### src/rtl/vga_pkg.sv
// Shared constants and types for the VGA timing generator.
//   - Default 640x480@60 raster constants (H_*/V_* and totals).
//   - Coordinate and colour widths.
//   - rgb_t pixel struct, sync_bus_t delay-line payload.
//   - bar_rgb(): colour-bar helper used when VGA_TEST_PATTERN_EN is defined.
package vga_pkg;

  localparam int COORD_W = 10;
  localparam int COLOR_W = 4;

  localparam int H_VISIBLE_DEF = 640;
  localparam int H_FRONT_DEF   = 16;
  localparam int H_SYNC_DEF    = 96;
  localparam int H_BACK_DEF    = 48;
  localparam int V_VISIBLE_DEF = 480;
  localparam int V_FRONT_DEF   = 10;
  localparam int V_SYNC_DEF    = 2;
  localparam int V_BACK_DEF    = 33;

  localparam int H_TOTAL = H_VISIBLE_DEF + H_FRONT_DEF + H_SYNC_DEF + H_BACK_DEF;
  localparam int V_TOTAL = V_VISIBLE_DEF + V_FRONT_DEF + V_SYNC_DEF + V_BACK_DEF;

  typedef struct packed {
    logic [COLOR_W-1:0] red;
    logic [COLOR_W-1:0] green;
    logic [COLOR_W-1:0] blue;
  } rgb_t;

  typedef struct packed {
    logic               hs;
    logic               vs;
    logic               act;
    logic [COORD_W-1:0] h;
  } sync_bus_t;

  // 8 bars of 80 px; bar index bits 2/1/0 select full-scale R/G/B.
  function automatic rgb_t bar_rgb(input logic [COORD_W-1:0] x);
    logic [COORD_W-1:0] idx;
    rgb_t               c;
    idx     = x / COORD_W'(80);
    c.red   = idx[2] ? '1 : '0;
    c.green = idx[1] ? '1 : '0;
    c.blue  = idx[0] ? '1 : '0;
    return c;
  endfunction

endpackage

### src/rtl/vga_sync_delay.sv
// Fixed-depth delay line for {hs, vs, act, h_cnt}, used to realign sync and
// blanking with renderer colour that arrives DEPTH cycles after coordinates.
// DEPTH = 0 is a pure wire. Reset loads inactive values (sync idle, act low).
// Ports:
//   clk, reset         pixel clock, synchronous active-high reset
//   hs, vs, act, h_cnt raw signals from the counters
//   hs_d..h_d          the same signals DEPTH cycles later
module vga_sync_delay
  import vga_pkg::*;
#(
  parameter int   DEPTH    = 1,
  parameter logic SYNC_POL = 1'b0
) (
  input  logic               clk,
  input  logic               reset,
  input  logic               hs,
  input  logic               vs,
  input  logic               act,
  input  logic [COORD_W-1:0] h_cnt,
  output logic               hs_d,
  output logic               vs_d,
  output logic               act_d,
  output logic [COORD_W-1:0] h_d
);

  localparam sync_bus_t IDLE = '{hs: ~SYNC_POL, vs: ~SYNC_POL, act: 1'b0, h: '0};

  sync_bus_t din, dout;

  assign din = '{hs: hs, vs: vs, act: act, h: h_cnt};

  generate
    if (DEPTH == 0) begin : g_wire
      assign dout = din;
    end else begin : g_pipe
      sync_bus_t pipe [DEPTH];

      always_ff @(posedge clk) begin
        if (reset) begin
          for (int i = 0; i < DEPTH; i++) pipe[i] <= IDLE;
        end else begin
          pipe[0] <= din;
          for (int i = 1; i < DEPTH; i++) pipe[i] <= pipe[i-1];
        end
      end

      assign dout = pipe[DEPTH-1];
    end
  endgenerate

  assign hs_d  = dout.hs;
  assign vs_d  = dout.vs;
  assign act_d = dout.act;
  assign h_d   = dout.h;

endmodule

### src/rtl/vga_timing_gen.sv
// VGA raster timing generator (640x480@60 by default).
// Free-running h/v counters drive x_o/y_o to the renderer; renderer colour
// comes back IN_LATENCY cycles later, so sync/blanking are delayed by the
// same amount and everything leaves through one output register
// (IN_LATENCY+1 cycles from counter state to pins).
// Optional build macro VGA_TEST_PATTERN_EN: adds test_en_i, which replaces
// renderer colour with 8 vertical 80-px colour bars.
// Ports:
//   clk_i, reset_i            pixel clock, synchronous active-high reset
//   red_i/green_i/blue_i      renderer colour
//   x_o, y_o, frame_start_o   counter state (undelayed) and frame pulse
//   red_o/green_o/blue_o      registered, blanked colour to DAC
//   hsync_o, vsync_o          registered sync to monitor
module vga_timing_gen
  import vga_pkg::*;
#(
  parameter int   H_VISIBLE  = H_VISIBLE_DEF,
  parameter int   H_FRONT    = H_FRONT_DEF,
  parameter int   H_SYNC     = H_SYNC_DEF,
  parameter int   H_BACK     = H_BACK_DEF,
  parameter int   V_VISIBLE  = V_VISIBLE_DEF,
  parameter int   V_FRONT    = V_FRONT_DEF,
  parameter int   V_SYNC     = V_SYNC_DEF,
  parameter int   V_BACK     = V_BACK_DEF,
  parameter logic SYNC_POL   = 1'b0,
  parameter int   IN_LATENCY = 1
) (
  input  logic               clk_i,
  input  logic               reset_i,
`ifdef VGA_TEST_PATTERN_EN
  input  logic               test_en_i,
`endif
  input  logic [COLOR_W-1:0] red_i,
  input  logic [COLOR_W-1:0] green_i,
  input  logic [COLOR_W-1:0] blue_i,
  output logic [COORD_W-1:0] x_o,
  output logic [COORD_W-1:0] y_o,
  output logic               frame_start_o,
  output logic [COLOR_W-1:0] red_o,
  output logic [COLOR_W-1:0] green_o,
  output logic [COLOR_W-1:0] blue_o,
  output logic               hsync_o,
  output logic               vsync_o
);

  localparam logic [COORD_W-1:0] H_LAST   = COORD_W'(H_VISIBLE + H_FRONT + H_SYNC + H_BACK - 1);
  localparam logic [COORD_W-1:0] V_LAST   = COORD_W'(V_VISIBLE + V_FRONT + V_SYNC + V_BACK - 1);
  localparam logic [COORD_W-1:0] HS_START = COORD_W'(H_VISIBLE + H_FRONT);
  localparam logic [COORD_W-1:0] HS_END   = COORD_W'(H_VISIBLE + H_FRONT + H_SYNC);
  localparam logic [COORD_W-1:0] VS_START = COORD_W'(V_VISIBLE + V_FRONT);
  localparam logic [COORD_W-1:0] VS_END   = COORD_W'(V_VISIBLE + V_FRONT + V_SYNC);
  localparam logic [COORD_W-1:0] H_VIS    = COORD_W'(H_VISIBLE);
  localparam logic [COORD_W-1:0] V_VIS    = COORD_W'(V_VISIBLE);

  logic [COORD_W-1:0] h_cnt, v_cnt;
  logic               h_wrap;

  assign h_wrap = (h_cnt == H_LAST);

  always_ff @(posedge clk_i) begin
    if (reset_i) begin
      h_cnt <= '0;
      v_cnt <= '0;
    end else if (h_wrap) begin
      h_cnt <= '0;
      v_cnt <= (v_cnt == V_LAST) ? '0 : v_cnt + 1'b1;
    end else begin
      h_cnt <= h_cnt + 1'b1;
    end
  end

  assign x_o           = h_cnt;
  assign y_o           = v_cnt;
  assign frame_start_o = (h_cnt == '0) && (v_cnt == '0) && !reset_i;

  // Raw sync/active, referenced to the current counter state.
  logic hs_raw, vs_raw, act_raw;

  assign hs_raw  = (h_cnt >= HS_START && h_cnt < HS_END) ? SYNC_POL : ~SYNC_POL;
  assign vs_raw  = (v_cnt >= VS_START && v_cnt < VS_END) ? SYNC_POL : ~SYNC_POL;
  assign act_raw = (h_cnt < H_VIS) && (v_cnt < V_VIS);

  logic               hs_d, vs_d, act_d;
  logic [COORD_W-1:0] h_d;

  vga_sync_delay #(
    .DEPTH    (IN_LATENCY),
    .SYNC_POL (SYNC_POL)
  ) u_sync_delay (
    .clk   (clk_i),
    .reset (reset_i),
    .hs    (hs_raw),
    .vs    (vs_raw),
    .act   (act_raw),
    .h_cnt (h_cnt),
    .hs_d  (hs_d),
    .vs_d  (vs_d),
    .act_d (act_d),
    .h_d   (h_d)
  );

  rgb_t pix;

`ifdef VGA_TEST_PATTERN_EN
  // Bars are indexed on the delayed h_cnt so they line up with act_d.
  always_comb begin
    pix = '{red: red_i, green: green_i, blue: blue_i};
    if (test_en_i) pix = bar_rgb(h_d);
  end
`else
  logic h_d_unused;
  assign h_d_unused = ^h_d;

  always_comb begin
    pix = '{red: red_i, green: green_i, blue: blue_i};
  end
`endif

  rgb_t rgb_q;

  always_ff @(posedge clk_i) begin
    if (reset_i) begin
      rgb_q   <= '0;
      hsync_o <= ~SYNC_POL;
      vsync_o <= ~SYNC_POL;
    end else begin
      rgb_q   <= act_d ? pix : '0;
      hsync_o <= hs_d;
      vsync_o <= vs_d;
    end
  end

  assign red_o   = rgb_q.red;
  assign green_o = rgb_q.green;
  assign blue_o  = rgb_q.blue;

endmodule

### config.mk
export PLATFORM = sky130hd
export DESIGN_NAME = vga_timing_gen
export DESIGN_NICKNAME = d
export VERILOG_FILES = /design/src/rtl/vga_pkg.sv /design/src/rtl/vga_sync_delay.sv /design/src/rtl/vga_timing_gen.sv
export SDC_FILE = /design/constraint.sdc
export NUM_CORES = 1
export LEC_CHECK = 0
export BUFFER_PORTS_ARGS = -buffer_cell sky130_fd_sc_hd__buf_2
export CORE_MARGIN = 1.5
export CORE_UTILIZATION = 46
export CTS_CLUSTER_SIZE = 25
export DETAILED_ROUTE_END_ITERATION = 8
export PLACE_DENSITY = 0.85
export SYNTH_ARGS = -nofsm -noshare
export SYNTH_HDL_FRONTEND = slang
export SYNTH_HIERARCHICAL = 1
export SYNTH_SLANG_ARGS = --single-unit
export TNS_END_PERCENT = 5
### constraint.sdc
create_clock -name clk_i -period 2 [get_ports clk_i]
set_clock_uncertainty 0.2 [all_clocks]
set_input_delay 0.4 -clock clk_i [delete_from_list [all_inputs] [get_ports clk_i]]
set_output_delay 0.4 -clock clk_i [all_outputs]
set_load 0.005 [all_outputs]
==> reports/results.ini <==
[sta]
timing.fmax_mhz = 439
min_period_ns = 2.28
finalHoldWorstSlack_ns = 0.0404
hold_violations = 0
slew_headroom_pct = 69.3
postLayoutSetupSlackWorst_ns = -0.279
post-route-period-util_pct = 114
fin_tns_setup_ns = -0.279
slew_viol_final = 0
rsz0062_at_grt = yes
tightest_slew_ns = 0.456
setup_viol = 1

[clocking]
clock_latency_ns = 0.36
htree_levels = 2
cts_buffer_depth = 2
cts.clk_slew.worst_paths_ns = 0.11
cts.sinks = 37
root_buffer = clkbuf_4
cts_tree = yes
numCtsBuffers = 5

[final_layout]
n_antenna_cell = 0
final_area_um2 = 2110
instances_no_fill = 283
layout.nets = 257
final_cell_mix = buf_2, dfxtp_1, buf_4, nor2_1, and2_1
final_common_cell = buf_2
drive_gt1_share_pct = 39.3
area_growth_pct = 37.5
final_util_pct = 67.9

[setup_path]
crit_arrival_ns = 1.68
cp-startpoint = x_o[6]$_SDFF_PP0_
path_class = reg2out
start_kind = flip-flop
worstPathRequired_ns = 1.40
cp_max_fo = 2
crit_path_end_kind = output port
regToRegStartpoint = x_o[5]$_SDFF_PP0_

[floorplan]
chipHeight_um = 60.7
core-area_um2 = 3100
start_util_pct = 49.4
ios = 49
die_x_um = 60.7
dieArea_um2 = 3680
rows = 20

[route]
wl_per_cell_um = 13.2
drt_iter0_drc = 44
ant_nets = 0
vias = 1458
wirelength_um = 3750
drc_errors = 0
viasPerCell = 5.15
drt_pre_antenna_iters = 4

[synth]
syn_inst = 165
synth_nets = 184
ys_warn_count = 6
postSynthAreaPerCell_um2 = 9.28
synth_area_um2 = 1530

[power]
powerDensity_nw_per_um2 = 601
power.leakage_nw = 0.980
irDropWorstVdd_v = 0.000502

[grt]
first_global_vias = 1310
grtUsageTotal_pct = 22.8
grt_overflow = 0
grt_max_degree = 15
antenna_found_initial = 0
grt_pass1_wl_um = 6170

[placement]
gp_congestion = 0.911
place_area_um2 = 1970
hpwl_um = 2720
numPortBuffers = 48
dp.cells = 274

[outcome]
status = complete, but fails checks
violations = setup timing

[min_path]
hold_start = red_i[1]
hp-class = in2reg

[flow_run]
drv_cap = 0

-- where the power goes --
group / leakage (nW) / switching (mW) / internal (mW)
logic: 0.638 / 0.0380 / 0.0434
registers: 0.303 / 0.00752 / 0.753
clock network: 0.0382 / 0.252 / 0.171
total: 0.980 / 0.297 / 0.968
-- final timing paths --
kind / end / slack (ns) / cells past startpoint
worst max-delay path: frame_start_o / -0.28 / 4
worst min-delay path: red_o[1]$_SDFF_PP0_ / 0.04 / 2
worst max register to register: y_o[9]$_SDFFE_PP0N_ / 0.01 / 4
worst min register to register: hsync_o$_SDFF_PP1_ / 0.22 / 1
-- flip-flops by register name, summed over array words and instances (netlist names) --
| register | count |
|---|---|
| blue_o | 4 |
| hsync_o | 1 |
| vsync_o | 1 |
| red_o | 4 |
| u_sync_delay/g_pipe.pipe | 3 |
| green_o | 4 |
| x_o | 10 |
| y_o | 10 |
-- layout make-up --
cell class	instances	area (µm²)
clock buffer	6	51.3
clock inverter	2	13.8
fill	277	997
inverter	6	22.5
multi-input combinational	115	781
sequential	37	747
tap	44	55.1
timing repair buffer	73	435
-- worst max-delay path, cell delays in order, from the launching register on --
cell and delay [ns]:
dfxtp_2 0.33, buf_6 0.11, or4_4 0.49, nor4_4 0.25, buf_2 0.16
-- timing repair --
| item | CTS | global route |
|---|---|---|
| resized for setup | 8 | 6 |
| buffers inserted | 1 | 0 |
| pin swaps | 2 | 1 |
| endpoints found under the setup margin | 1 | 17 |
| hold buffers | 0 | 0 |
-- per-layer routing --
layer	global-route usage, %	share of wire, %
met3	6.82	5.3
met1	27.9	42
met2	36.7	50
met5	0	0
met4	10.6	2.7
-- stage by stage --
stage / setup WS [ns] / total power, mW
global route: -0.329 / 1.32
detailed placement: 0.0309 / 0.855
CTS: -0.262 / 1.27
floorplan: -0.101 / 0.812
finish: -0.279 / 1.27
global placement: 0.0463 / 0.853
Note: power is estimated with default switching activity, not from simulation.
